**src/rtl/or_reduce_arbiter_if.sv**
```systemverilog
// Request/response bundle for or_reduce_arbiter: per-requester valid/data/ready plus a
// single result channel. The slave modport is the arbiter's view.
interface or_reduce_arbiter_if #(
    parameter int unsigned NUM_REQ = 4,
    parameter int unsigned DATA_W  = 16
);
    localparam int unsigned IdW = (NUM_REQ > 1) ? $clog2(NUM_REQ) : 1;

    logic [NUM_REQ-1:0]        req_valid_in;
    logic [NUM_REQ*DATA_W-1:0] req_data_in;
    logic [NUM_REQ-1:0]        req_ready_out;
    logic                      resp_valid_out;
    logic [IdW-1:0]            resp_id_out;
    logic                      resp_any_out;
    logic                      resp_zero_out;
    logic                      resp_ready_in;

    modport slave (
        input  req_valid_in,
        input  req_data_in,
        input  resp_ready_in,
        output req_ready_out,
        output resp_valid_out,
        output resp_id_out,
        output resp_any_out,
        output resp_zero_out
    );

    modport master (
        output req_valid_in,
        output req_data_in,
        output resp_ready_in,
        input  req_ready_out,
        input  resp_valid_out,
        input  resp_id_out,
        input  resp_any_out,
        input  resp_zero_out
    );
endinterface

```
**src/rtl/or_reduce_arbiter.sv**
```systemverilog
// Round-robin arbiter sharing one 8-input OR reducer among NUM_REQ requesters; each accepted
// word is reduced one byte per cycle, LSB byte first, and returned as any/zero flags.
module or_reduce_arbiter #(
    parameter int unsigned NUM_REQ    = 4,
    parameter int unsigned DATA_W     = 16,
    parameter bit          EARLY_EXIT = 1'b0
) (
    input logic               clk_in,
    input logic               rst_n_in,
    or_reduce_arbiter_if.slave bus
);
    localparam int unsigned BEATS = DATA_W / 8;
    localparam int unsigned IdW   = (NUM_REQ > 1) ? $clog2(NUM_REQ) : 1;
    localparam int unsigned BeatW = (BEATS > 1) ? $clog2(BEATS) : 1;

    typedef enum logic [1:0] {StIdle, StBusy, StResp} state_e;

    state_e             state_q, state_d;
    logic [DATA_W-1:0]  word_q, word_d;
    logic [IdW-1:0]     last_q, last_d;
    logic [BeatW-1:0]   beat_q, beat_d;
    logic               acc_q, acc_d;
    logic [IdW-1:0]     rid_q, rid_d;
    logic               any_q, any_d;
    logic               zero_q, zero_d;

    logic [NUM_REQ-1:0] grant;
    logic [IdW-1:0]     grant_id;
    logic               found;
    logic [31:0]        idx;
    logic [DATA_W-1:0]  word_sel;
    logic [7:0]         byte_sel;
    logic               byte_or;
    logic               acc_next;

    // Search starts just after the last winner so every requester gets a turn.
    always_comb begin
        grant    = '0;
        grant_id = '0;
        found    = 1'b0;
        idx      = '0;
        for (int unsigned i = 0; i < NUM_REQ; i++) begin
            idx = (32'(last_q) + 32'd1 + i) % NUM_REQ;
            if (!found && bus.req_valid_in[idx[IdW-1:0]]) begin
                found                 = 1'b1;
                grant[idx[IdW-1:0]]   = 1'b1;
                grant_id              = idx[IdW-1:0];
            end
        end
    end

    always_comb begin
        word_sel = '0;
        for (int unsigned i = 0; i < NUM_REQ; i++) begin
            if (grant[i]) word_sel = bus.req_data_in[i*DATA_W +: DATA_W];
        end
    end

    // The single shared OR8: its input is the current byte of the latched word.
    always_comb begin
        byte_sel = '0;
        for (int unsigned b = 0; b < BEATS; b++) begin
            if (beat_q == BeatW'(b)) byte_sel = word_q[b*8 +: 8];
        end
    end

    assign byte_or  = |byte_sel;
    assign acc_next = acc_q | byte_or;

    always_comb begin
        state_d = state_q;
        word_d  = word_q;
        last_d  = last_q;
        beat_d  = beat_q;
        acc_d   = acc_q;
        rid_d   = rid_q;
        any_d   = any_q;
        zero_d  = zero_q;
        case (state_q)
            StIdle: begin
                if (found) begin
                    word_d  = word_sel;
                    last_d  = grant_id;
                    beat_d  = '0;
                    acc_d   = 1'b0;
                    state_d = StBusy;
                end
            end
            StBusy: begin
                acc_d  = acc_next;
                beat_d = beat_q + BeatW'(1);
                if ((beat_q == BeatW'(BEATS - 1)) || (EARLY_EXIT && byte_or)) begin
                    rid_d   = last_q;
                    any_d   = acc_next;
                    zero_d  = ~acc_next;
                    state_d = StResp;
                end
            end
            StResp: begin
                if (bus.resp_ready_in) state_d = StIdle;
            end
            default: state_d = StIdle;
        endcase
    end

    // last_q resets to NUM_REQ-1 so requester 0 is searched first.
    always_ff @(posedge clk_in or negedge rst_n_in) begin
        if (!rst_n_in) begin
            state_q <= StIdle;
            word_q  <= '0;
            last_q  <= IdW'(NUM_REQ - 1);
            beat_q  <= '0;
            acc_q   <= 1'b0;
            rid_q   <= '0;
            any_q   <= 1'b0;
            zero_q  <= 1'b0;
        end else begin
            state_q <= state_d;
            word_q  <= word_d;
            last_q  <= last_d;
            beat_q  <= beat_d;
            acc_q   <= acc_d;
            rid_q   <= rid_d;
            any_q   <= any_d;
            zero_q  <= zero_d;
        end
    end

    assign bus.req_ready_out  = (state_q == StIdle && rst_n_in) ? grant : '0;
    assign bus.resp_valid_out = (state_q == StResp);
    assign bus.resp_id_out    = rid_q;
    assign bus.resp_any_out   = any_q;
    assign bus.resp_zero_out  = zero_q;
endmodule

```
**src/flat_wrapper.sv**
```systemverilog
// flat-port wrapper written by rule: the top's interface ports become plain ports
module or_reduce_arbiter_flat 
#(
    parameter int unsigned NUM_REQ    = 4,
    parameter int unsigned DATA_W     = 16,
    parameter bit          EARLY_EXIT = 1'b0
)
  (clk_in, rst_n_in, bus_req_valid_in, bus_req_data_in, bus_resp_ready_in, bus_req_ready_out, bus_resp_valid_out, bus_resp_id_out, bus_resp_any_out, bus_resp_zero_out);
  or_reduce_arbiter_if #(.NUM_REQ(NUM_REQ), .DATA_W(DATA_W)) bus_i ();
  input logic clk_in;
  input logic rst_n_in;
  input wire logic [$bits(bus_i.req_valid_in)-1:0] bus_req_valid_in;
  input wire logic [$bits(bus_i.req_data_in)-1:0] bus_req_data_in;
  input wire logic [$bits(bus_i.resp_ready_in)-1:0] bus_resp_ready_in;
  output wire logic [$bits(bus_i.req_ready_out)-1:0] bus_req_ready_out;
  output wire logic [$bits(bus_i.resp_valid_out)-1:0] bus_resp_valid_out;
  output wire logic [$bits(bus_i.resp_id_out)-1:0] bus_resp_id_out;
  output wire logic [$bits(bus_i.resp_any_out)-1:0] bus_resp_any_out;
  output wire logic [$bits(bus_i.resp_zero_out)-1:0] bus_resp_zero_out;
  assign bus_i.req_valid_in = bus_req_valid_in;
  assign bus_i.req_data_in = bus_req_data_in;
  assign bus_i.resp_ready_in = bus_resp_ready_in;
  assign bus_req_ready_out = bus_i.req_ready_out;
  assign bus_resp_valid_out = bus_i.resp_valid_out;
  assign bus_resp_id_out = bus_i.resp_id_out;
  assign bus_resp_any_out = bus_i.resp_any_out;
  assign bus_resp_zero_out = bus_i.resp_zero_out;
  or_reduce_arbiter #(.NUM_REQ(NUM_REQ), .DATA_W(DATA_W), .EARLY_EXIT(EARLY_EXIT)) u_core (.clk_in(clk_in), .rst_n_in(rst_n_in), .bus(bus_i));
endmodule
```
**config.mk**
```make
export PLATFORM = sky130hd
export DESIGN_NAME = or_reduce_arbiter_flat
export DESIGN_NICKNAME = d
export VERILOG_FILES = /design/src/rtl/or_reduce_arbiter_if.sv /design/src/rtl/or_reduce_arbiter.sv /design/src/flat_wrapper.sv
export SDC_FILE = /design/constraint.sdc
export NUM_CORES = 1
export LEC_CHECK = 0
export ABC_AREA = 1
export BUFFER_PORTS_ARGS = -buffer_cell sky130_fd_sc_hd__buf_4
export CAP_MARGIN = 20
export CORE_ASPECT_RATIO = 2
export CORE_MARGIN = 2
export CORE_UTILIZATION = 25
export CTS_CLUSTER_DIAMETER = 80
export DETAILED_ROUTE_END_ITERATION = 10
export GPL_TIMING_DRIVEN = 0
export PLACE_DENSITY_LB_ADDON = 0.2
export SLEW_MARGIN = 10
export SYNTH_ARGS = -nofsm -noshare
export SYNTH_HDL_FRONTEND = slang
export SYNTH_SLANG_ARGS = --single-unit
```
**constraint.sdc**
```tcl
create_clock -name clk_in -period 8.34 [get_ports clk_in]
set_input_delay 2.502 -clock clk_in [delete_from_list [all_inputs] [get_ports clk_in]]
set_output_delay 2.502 -clock clk_in [all_outputs]
set_load 0.005 [all_outputs]
```
Word-level counts from Yosys, hierarchy flattened
Cells that the tools add are included.

Add/sub/neg operators: 5. $mul: 0. Div/mod/pow operators: 0. Order comparisons: 8. Equal/unequal tests: 5. Shift-type cells: 0. Mux-type cells: 41. Bitwise operators: 5. Reductions and logical operators: 18.

Operator list (count): 2-to-1 mux 16 bit (4); 2-to-1 mux 4 bit (5); 2-to-1 mux 2 bit (7); 2-to-1 mux 1 bit (13); < comparator 2 x 3 -> 1 bit, second input constant (4); bitwise OR 4 bit (3); binary-select mux 1 bit (select 2 bit) (4); demux 1 bit (select 2 bit) (4); >= comparator 2 x 1 -> 1 bit, second input constant (4); logical AND 1 bit (8); 2-to-1 mux 8 bit (1); OR reduction 8 bit (1); one-hot mux 2 bit (3 select lines) (1); AND reduction 2 bit (3); adder 2 x 1 -> 2 bit, second input constant (2); adder 2 bit, second input constant (2); inequality test 2 x 1 -> 1 bit, second input constant (2); one-hot mux 1 bit (2 select lines) (2); zero test 1 bit (3); AND reduction 3 bit (1); equality test 2 x 1 -> 1 bit, second input constant (1); equality test 2 bit, second input constant (1); zero test 2 bit (1); inequality test 2 bit, second input constant (1); 4 further kinds (4).

Register bits: 26. Latch bits: 0. Memory bits (writable): 0. Bits in read-only memories: 0. Bits of input ports: 71. Word-level logic and storage cells: 90. Memories kept: 0.

Logic depth before layout (Yosys ltp)
Gate-level depths: netlist (run 1).

Depth after elaboration: 17. Gate-level depth with buffers: 17. Mapped depth without buffers: 16.

Worst setup path after synthesis (run 1)
OpenSTA, ideal clock, no wires.

Path type: in2out. Start: input port bus_req_valid_in[2]. End: output port bus_req_ready_out[1]. Arrival time: 3554 ps. Data required time: 5838 ps. Slack: 2284 ps. Cell stages on the path: 10. Path buffers: 1. Cell sequence: inv_1 > nand2_1 > nand3_4 > nand2_4 > nor2_4 > nand3b_1 > nand3_4 > inv_4 > buf_6 > nor2_1.

Cells in the longest elaborated chain, start to end: 13.

RTL lines: start: declaration (RTL line flat_wrapper.sv:12) `input wire logic [$bits(bus_i.req_valid_in)-1:0] bus_req_valid_in;`; binary-select mux 1 bit (select 2 bit) (RTL line or_reduce_arbiter.sv:44) `if (!found && bus.req_valid_in[idx[IdW-1:0]]) begin`; 2-to-1 mux 1 bit (implied by the code) (RTL line or_reduce_arbiter.sv:44); 2-to-1 mux 1 bit (RTL line or_reduce_arbiter.sv:44); zero test 1 bit (RTL line or_reduce_arbiter.sv:44); logical AND 1 bit (RTL line or_reduce_arbiter.sv:44); 2-to-1 mux 1 bit (RTL line or_reduce_arbiter.sv:44); zero test 1 bit (RTL line or_reduce_arbiter.sv:44); logical AND 1 bit (RTL line or_reduce_arbiter.sv:44); 2-to-1 mux 1 bit (RTL line or_reduce_arbiter.sv:44); zero test 1 bit (RTL line or_reduce_arbiter.sv:44); logical AND 1 bit (RTL line or_reduce_arbiter.sv:44); 2-to-1 mux 4 bit * (RTL line or_reduce_arbiter.sv:44); 2-to-1 mux 4 bit * (RTL line or_reduce_arbiter.sv:129) `assign bus.req_ready_out = (state_q == StIdle && rst_n_in) ? grant : '0;`; end: declaration (RTL line flat_wrapper.sv:15) `output wire logic [$bits(bus_i.req_ready_out)-1:0] bus_req_ready_out;`.

Mark *: on every way between the ends. The rest lies on a longest branch, timed or not. The select of a mux whose other input is x is not followed.

Final worst setup path (run 1)
Ends and elaborated chain as after synthesis.

==> results_dict.tcl, run 1 <==
set metrics [dict create \
    synth_edf_count 0 \
    grt_pass1_wl_um 11100 \
    vdd_drop_max_uv 207 \
    rsz0062_at_grt "no" \
    via_per_inst 4.44 \
    cp-start-kind "input port" \
    endpoint "bus_req_ready_out[1]" \
    ctsResizeCount 0 \
    antenna_found_initial 0 \
    grt_overflow 0 \
    reg2regPathDepth 17 \
    yosysWarnings 0 \
    drc 0 \
    start_util_pct 25.7 \
    grt_pass1_vias 2397 \
    finalPower_mw 1.65 \
    yosysMostFrequentCell "nand2_1" \
    rows 49 \
    cp-startpoint "bus_req_valid_in[2]" \
    fin_tns_setup_ns 0 \
    cts_max_level 1 \
    cellPowerDensity_mw_per_mm2 529 \
    period_needed_ns 6.45 \
    avgSynthCellArea_um2 6.52 \
    clkLatencyLatePin_ns 0.26 \
    firstDrtPassIters 4 \
    postCtsSetupBuffers 0 \
    finalWeightedCongestion 0.896 \
    finalHoldViolCount 0 \
    synthCells 355 \
    maxCapViolCount 0 \
    async_flop_share_pct 100 \
    n_antenna_cell 0 \
    power_leakage_nw 1.79 \
    stdcell_count 540 \
    fin_skew_ns 0.00351 \
    finalCritPeriodShare_pct 77.4 \
    hold_path.class "reg -> reg" \
    dieArea_mm2 0.0101 \
    worst_r2r_startpoint "u_core.last_q[0]" \
    worst-endpoint-required_ns 5.84 \
    grt_max_degree 28 \
    final_max_slew_viol_count 0 \
    place.detailed.instances 536 \
    critPathMaxFanout 10 \
    drtIter0Drc 112 \
    numCtsBuffers 3 \
    floorplan.die.height_um 140 \
    tightest_slew_ns 0.395 \
    gr-usage-all-layers_pct 14.1 \
    synth_top_area_cell "dfrtp_1" \
    reg2reg_to "u_core.word_q[8]" \
    area_delta_synth_final_pct 35.0 \
    cts-hold-fix-buffers 0 \
    whs_ns 0.484 \
    vias 2399 \
    die_w_um 72.0 \
    tritoncts "done" \
    run_status "completed" \
    ys.flop_type "dfrtp_1" \
    synth_area_mm2 0.00231 \
    coreArea_mm2 0.00901 \
    fillCellCount 1025 \
    port_buffers 79 \
    critPathKind "in -> out" \
    synth_common_cells "147 x nand2_1, 48 x inv_1, 36 x a21oi_1, 24 x dfrtp_1, 15 x a21oi_2" \
    timing.fmax_mhz 155 \
    cts-root-buf "clkbuf_16" \
    rrSetupSlack_ns 5.66 \
    clockBufferDepth 2 \
    clock_sinks 26 \
    ant_nets 0 \
    num_io_pins 80 \
    syn_nets 433 \
    slew_headroom_pct 73.5 \
    post_drt_wl_per_cell_um 13.5 \
    clk_pin_slew_ns 0.06 \
    synth_top_area_share_pct 25.9 \
    synth_seq_cells 26 \
    drive_above_1_share_pct 31.1 \
    endpoint_kind "primary output" \
    fin_nets 517 \
    routed_wl_um 7270 \
    worstPathArrival_ns 3.95 \
    synthTopCellsByArea "dfrtp_1 26%, nand2_1 24%, a21oi_1 7.8%, inv_1 7.8%, a21oi_2 5.7%" \
    dp_hpwl_um 6090 \
    seq_area_frac_synth_pct 28.2 \
    finalSetupViolations 0 \
    synth_cell_types 34 \
]
sequential cells by signal (all words and copies together), names as in the netlist:
signal / count
u_core.word_q: 16
u_core.bus.resp_id_out: 2
u_core.last_q: 2
u_core.state_q: 2
u_core.acc_q: 1
u_core.beat_q: 1
u_core.bus.resp_any_out: 1
u_core.bus.resp_zero_out: 1
cell families after synthesis:
logic type                 count (synthesis)  synth area share [%]
and+or+nand+nor                          194                  37.3
AOI/OAI and AO/OA                         64                  17.9
buffers and inverters                     63                  12.4
DFF                                       26                  28.2
adders and majority gates                  7                  3.78
xor gates and xnor gates                   1                 0.378
worst max-delay path, cell delays in order:
cell and delay (ns):
buf_4 0.11, inv_1 0.04, nand2_1 0.08, nand3_4 0.12, nand2_4 0.10, nor2_4 0.19
nand4_1 0.16, nand3_4 0.17, inv_4 0.08, buf_6 0.14, nor2_1 0.12, buf_4 0.13
cell usage in the layout (no fill, tap or decap), drive strengths merged:
| cell type | count |
|---|---|
| a21boi | 2 |
| a21o | 1 |
| a21oi | 52 |
| a22oi | 1 |
| a31oi | 3 |
| buf | 91 |
| clkbuf | 4 |
| dfrtp | 24 |
| dfstp | 2 |
| ha | 7 |
| inv | 51 |
| nand2 | 157 |
| nand3 | 12 |
| nand3b | 1 |
| nand4 | 4 |
| nor2 | 15 |
| nor3 | 3 |
| nor4 | 2 |
| o211ai | 1 |
| o21a | 1 |
| o21ai | 3 |
| xor2 | 1 |
per-stage QoR:
stage / util, % / instance area, um2 / setup WS, ns
floorplan: - / 2310 / 2.28
global placement: 33.7 / 3040 / 1.90
detailed placement: 33.7 / 3040 / 1.90
CTS: 34.7 / 3120 / 1.90
global route: 34.7 / 3120 / 1.79
finish: 34.7 / 3120 / 1.89
where the power goes:
part	internal [mW]	switching, mW
Combinational	0.475	0.823
Clock	0.0734	0.0424
Sequential	0.198	0.0398
worst min path at each step:
| stage | endpoint | from | cells past startpoint |
|---|---|---|---|
| after floorplan | u_core.word_q[1] | u_core.word_q[1] | 2 |
| after global placement | u_core.word_q[15] | u_core.word_q[15] | 2 |
| after detailed placement | u_core.word_q[1] | u_core.word_q[1] | 2 |
| after CTS | u_core.word_q[1] | u_core.word_q[1] | 2 |
| after global routing | u_core.word_q[4] | u_core.word_q[4] | 2 |
| final | u_core.word_q[7] | u_core.word_q[7] | 2 |
metal layers:
metal / routed length (um) / up-vias / part of all wire, % / GRT usage [%]
met5: 0 / - / 0 / 0
met4: 92 / 0 / 1.3 / 3.28
met3: 255 / 4 / 3.5 / 1.15
met2: 4340 / 49 / 60 / 29.7
met1: 2580 / 1070 / 35 / 13.9
li1: - / 1276 / - / -
cell type report:
cell class	count	area (um2)	area share [%]
multi-input combinational	266	1380	44.0
sequential	26	653	20.9
timing repair buffer	79	593	19.0
inverter	51	194	6.21
tap	102	128	4.08
buffer	12	92.6	2.96
clock buffer	4	88.8	2.84
No activity file was read; power rests on OpenSTA's default activity.
==> inputs of run 2 (changes only) <==
--- a/config.mk
+++ b/config.mk
@@ -5,7 +5,7 @@
 export SDC_FILE = /design/constraint.sdc
 export NUM_CORES = 1
 export LEC_CHECK = 0
-export ABC_AREA = 1
+export ABC_AREA = 0
 export BUFFER_PORTS_ARGS = -buffer_cell sky130_fd_sc_hd__buf_4
 export CAP_MARGIN = 20
 export CORE_ASPECT_RATIO = 2
==> constraint.sdc (replaced) <==
create_clock -name clk_in -period 6.6 [get_ports clk_in]
set_input_delay 1.98 -clock clk_in [delete_from_list [all_inputs] [get_ports clk_in]]
set_output_delay 1.98 -clock clk_in [all_outputs]
set_load 0.005 [all_outputs]
==> run 2 against run 1 <==
Critical endpoint unchanged. Register-to-register slack got worse by 3.0 ns. Die area fell by 4.1%. Largest cell class unchanged. Sequential power rose by 25%. First-iteration DRC count fell by 19%.
==> results_dict.tcl, run 2 <==
set metrics [dict create \
    drtIter0Drc 91 \
    synthCells 249 \
    finalCritPeriodShare_pct 95.7 \
    maxCapViolCount 0 \
    coreArea_mm2 0.00865 \
    finalHoldViolCount 0 \
    drive_above_1_share_pct 33.1 \
    yosysMostFrequentCell "dfrtp_1" \
    postCtsSetupBuffers 0 \
    cellPowerDensity_mw_per_mm2 524 \
    grt_max_degree 28 \
    clk_pin_slew_ns 0.07 \
    seq_area_frac_synth_pct 29.5 \
    pre_cts_ws_ns 0.312 \
    top_register "u_core.word_q" \
    synth_top_area_cell "dfrtp_1" \
    run_status "completed" \
    worstPathArrival_ns 4.34 \
    period_needed_ns 6.32 \
    port_buffers 79 \
    final_common_cell "buf_4" \
    hold_path.class "reg -> reg" \
    stdcell_count 432 \
    fin_tns_setup_ns 0 \
    clock_sinks 26 \
    ys.flop_type "dfrtp_1" \
    rows 48 \
    endpoint_kind "primary output" \
    synth_common_cells "24 x dfrtp_1, 23 x nor2_1, 18 x a32oi_1, 18 x and3_1" \
    timing.fmax_mhz 158 \
    cts_max_level 1 \
    post_drt_wl_per_cell_um 18.4 \
    place.detailed.instances 428 \
    worst-endpoint-required_ns 4.62 \
    floorplan.die.height_um 137 \
    ctsResizeCount 0 \
    synth_edf_count 0 \
    final_max_slew_viol_count 0 \
    largest_reg_flops 16 \
    syn_nets 327 \
    cp-start-kind "input port" \
    placed_cell_area_mm2 0.00293 \
    antenna_found_initial 0 \
    critPathMaxFanout 10 \
    finalWeightedCongestion 0.817 \
    dp_hpwl_um 6450 \
    grt_pass1_vias 2382 \
    fin_nets 411 \
    avgSynthCellArea_um2 8.89 \
    n_antenna_cell 0 \
    vdd_drop_max_uv 173 \
    drc 0 \
    cts-root-buf "clkbuf_16" \
    tightest_slew_ns 0.717 \
    finalSetupViolations 0 \
    yosysWarnings 0 \
    fin_area_mm2 0.00304 \
    cts-hold-fix-buffers 0 \
    routed_wl_um 7930 \
    slew_headroom_pct 51.9 \
    tritoncts "done" \
    firstDrtPassIters 5 \
    clkLatencyLatePin_ns 0.26 \
    die_w_um 70.6 \
    synth_top_area_share_pct 27.1 \
    fin_ws_ns 0.284 \
    dieArea_mm2 0.00967 \
    critPathKind "in -> out" \
    gr-usage-all-layers_pct 16.1 \
    grt_pass1_wl_um 12200 \
    synth_cell_types 51 \
    numCtsBuffers 3 \
    ant_nets 0 \
    vias 2344 \
    grt_overflow 0 \
    rsz0062_at_grt "no" \
    synthTopCellsByArea "dfrtp_1 27%, a32oi_1 7.1%, a221oi_1 6.7%, and3_1 5.1%, and2_1 4.8%" \
    num_io_pins 80 \
    area_delta_synth_final_pct 37.2 \
    synth_seq_cells 26 \
    clockBufferDepth 2 \
    final_util_pct 35.1 \
    fin_skew_ns 0.00319 \
    final_cell_mix "79 x buf_4, 24 x dfrtp_1, 23 x nor2_1" \
    start_util_pct 25.6 \
    via_per_inst 5.43 \
    synth_area_mm2 0.00221 \
    async_flop_share_pct 100 \
    power_leakage_nw 1.31 \
]
-- run 2: changes by cell type after synthesis, moves of 12 or more --
cell | previous run | this run
and3_1 | 0 | 18
a221oi_1 | 0 | 17
inv_1 | 48 | 6
a32oi_1 | 0 | 18
and2_1 | 0 | 17
nand2_1 | 147 | 10
a21oi_1 | 36 | 8
a21oi_2 | 15 | 0
o22ai_1 | 0 | 12
-- run 2: path summary, 6_finish.rpt --
kind	from	slack, ns	endpoint	cells after the start
setup / recovery	bus_req_valid_in[2]	0.28	bus_req_ready_out[1]	8
hold / removal	u_core.bus.resp_id_out[0]	0.49	u_core.bus.resp_id_out[0]	2
setup reg to reg	u_core.last_q[0]	2.71	u_core.word_q[8]	10
hold reg to reg	u_core.bus.resp_id_out[0]	0.49	u_core.bus.resp_id_out[0]	2
max in group asynchronous	rst_n_in	4.66	u_core.last_q[0]	1
min in group asynchronous	rst_n_in	1.63	u_core.word_q[9]	1
-- run 2: kinds of logic (layout without fill, tap and decap cells) --
group / after synthesis / count (layout) / synth area share (%)
simple gates: 98 / 98 / 24.3
compound gates: 83 / 83 / 29.4
flops: 26 / 26 / 29.5
buf+inv: 23 / 106 / 5.48
mux: 10 / 10 / 6.61
fa+ha+maj: 7 / 7 / 3.95
xor+xnor: 2 / 2 / 0.791
-- run 2: cell type report --
class | count | area [um2]
Multi-Input combinational cell | 200 | 1440
Timing Repair Buffer | 79 | 593
Clock buffer | 3 | 75.1
Tap cell | 100 | 125
Fill cell | 936 | 5610
Sequential cell | 26 | 653
Inverter | 7 | 26.3
Buffer | 16 | 95.1
Clock inverter | 1 | 30.0
-- run 2: stage by stage --
stage | power (mW) | hold WS (ns)
detailed placement | 1.43 | 0.476
global placement | 1.41 | 0.476
global route | 1.73 | 0.526
CTS | 1.61 | 0.491
floorplan | 1.10 | 0.473
finish | 1.59 | 0.490
-- run 2: worst max-delay path, cell delays in order --
cell and delay, ns:
buf_4 0.14, mux4_2 0.55, a21o_1 0.18, a32oi_1 0.18, a21boi_1 0.58, clkbuf_1 0.43
a21oi_1 0.12, buf_4 0.16
-- run 2: metal layers --
metal	wire, um	GRT usage, %	vias up
met1	2740	15.6	1134
met2	4780	34.4	69
met5	0	0	-
met3	247	1.18	8
li1	-	-	1133
met4	161	5.03	0
-- run 2: where the power goes --
group	internal, mW	switching, mW	leakage, nW
clock network	0.121	0.0558	0.0511
logic	0.462	0.654	0.962
registers	0.246	0.0522	0.301
total	0.828	0.762	1.31
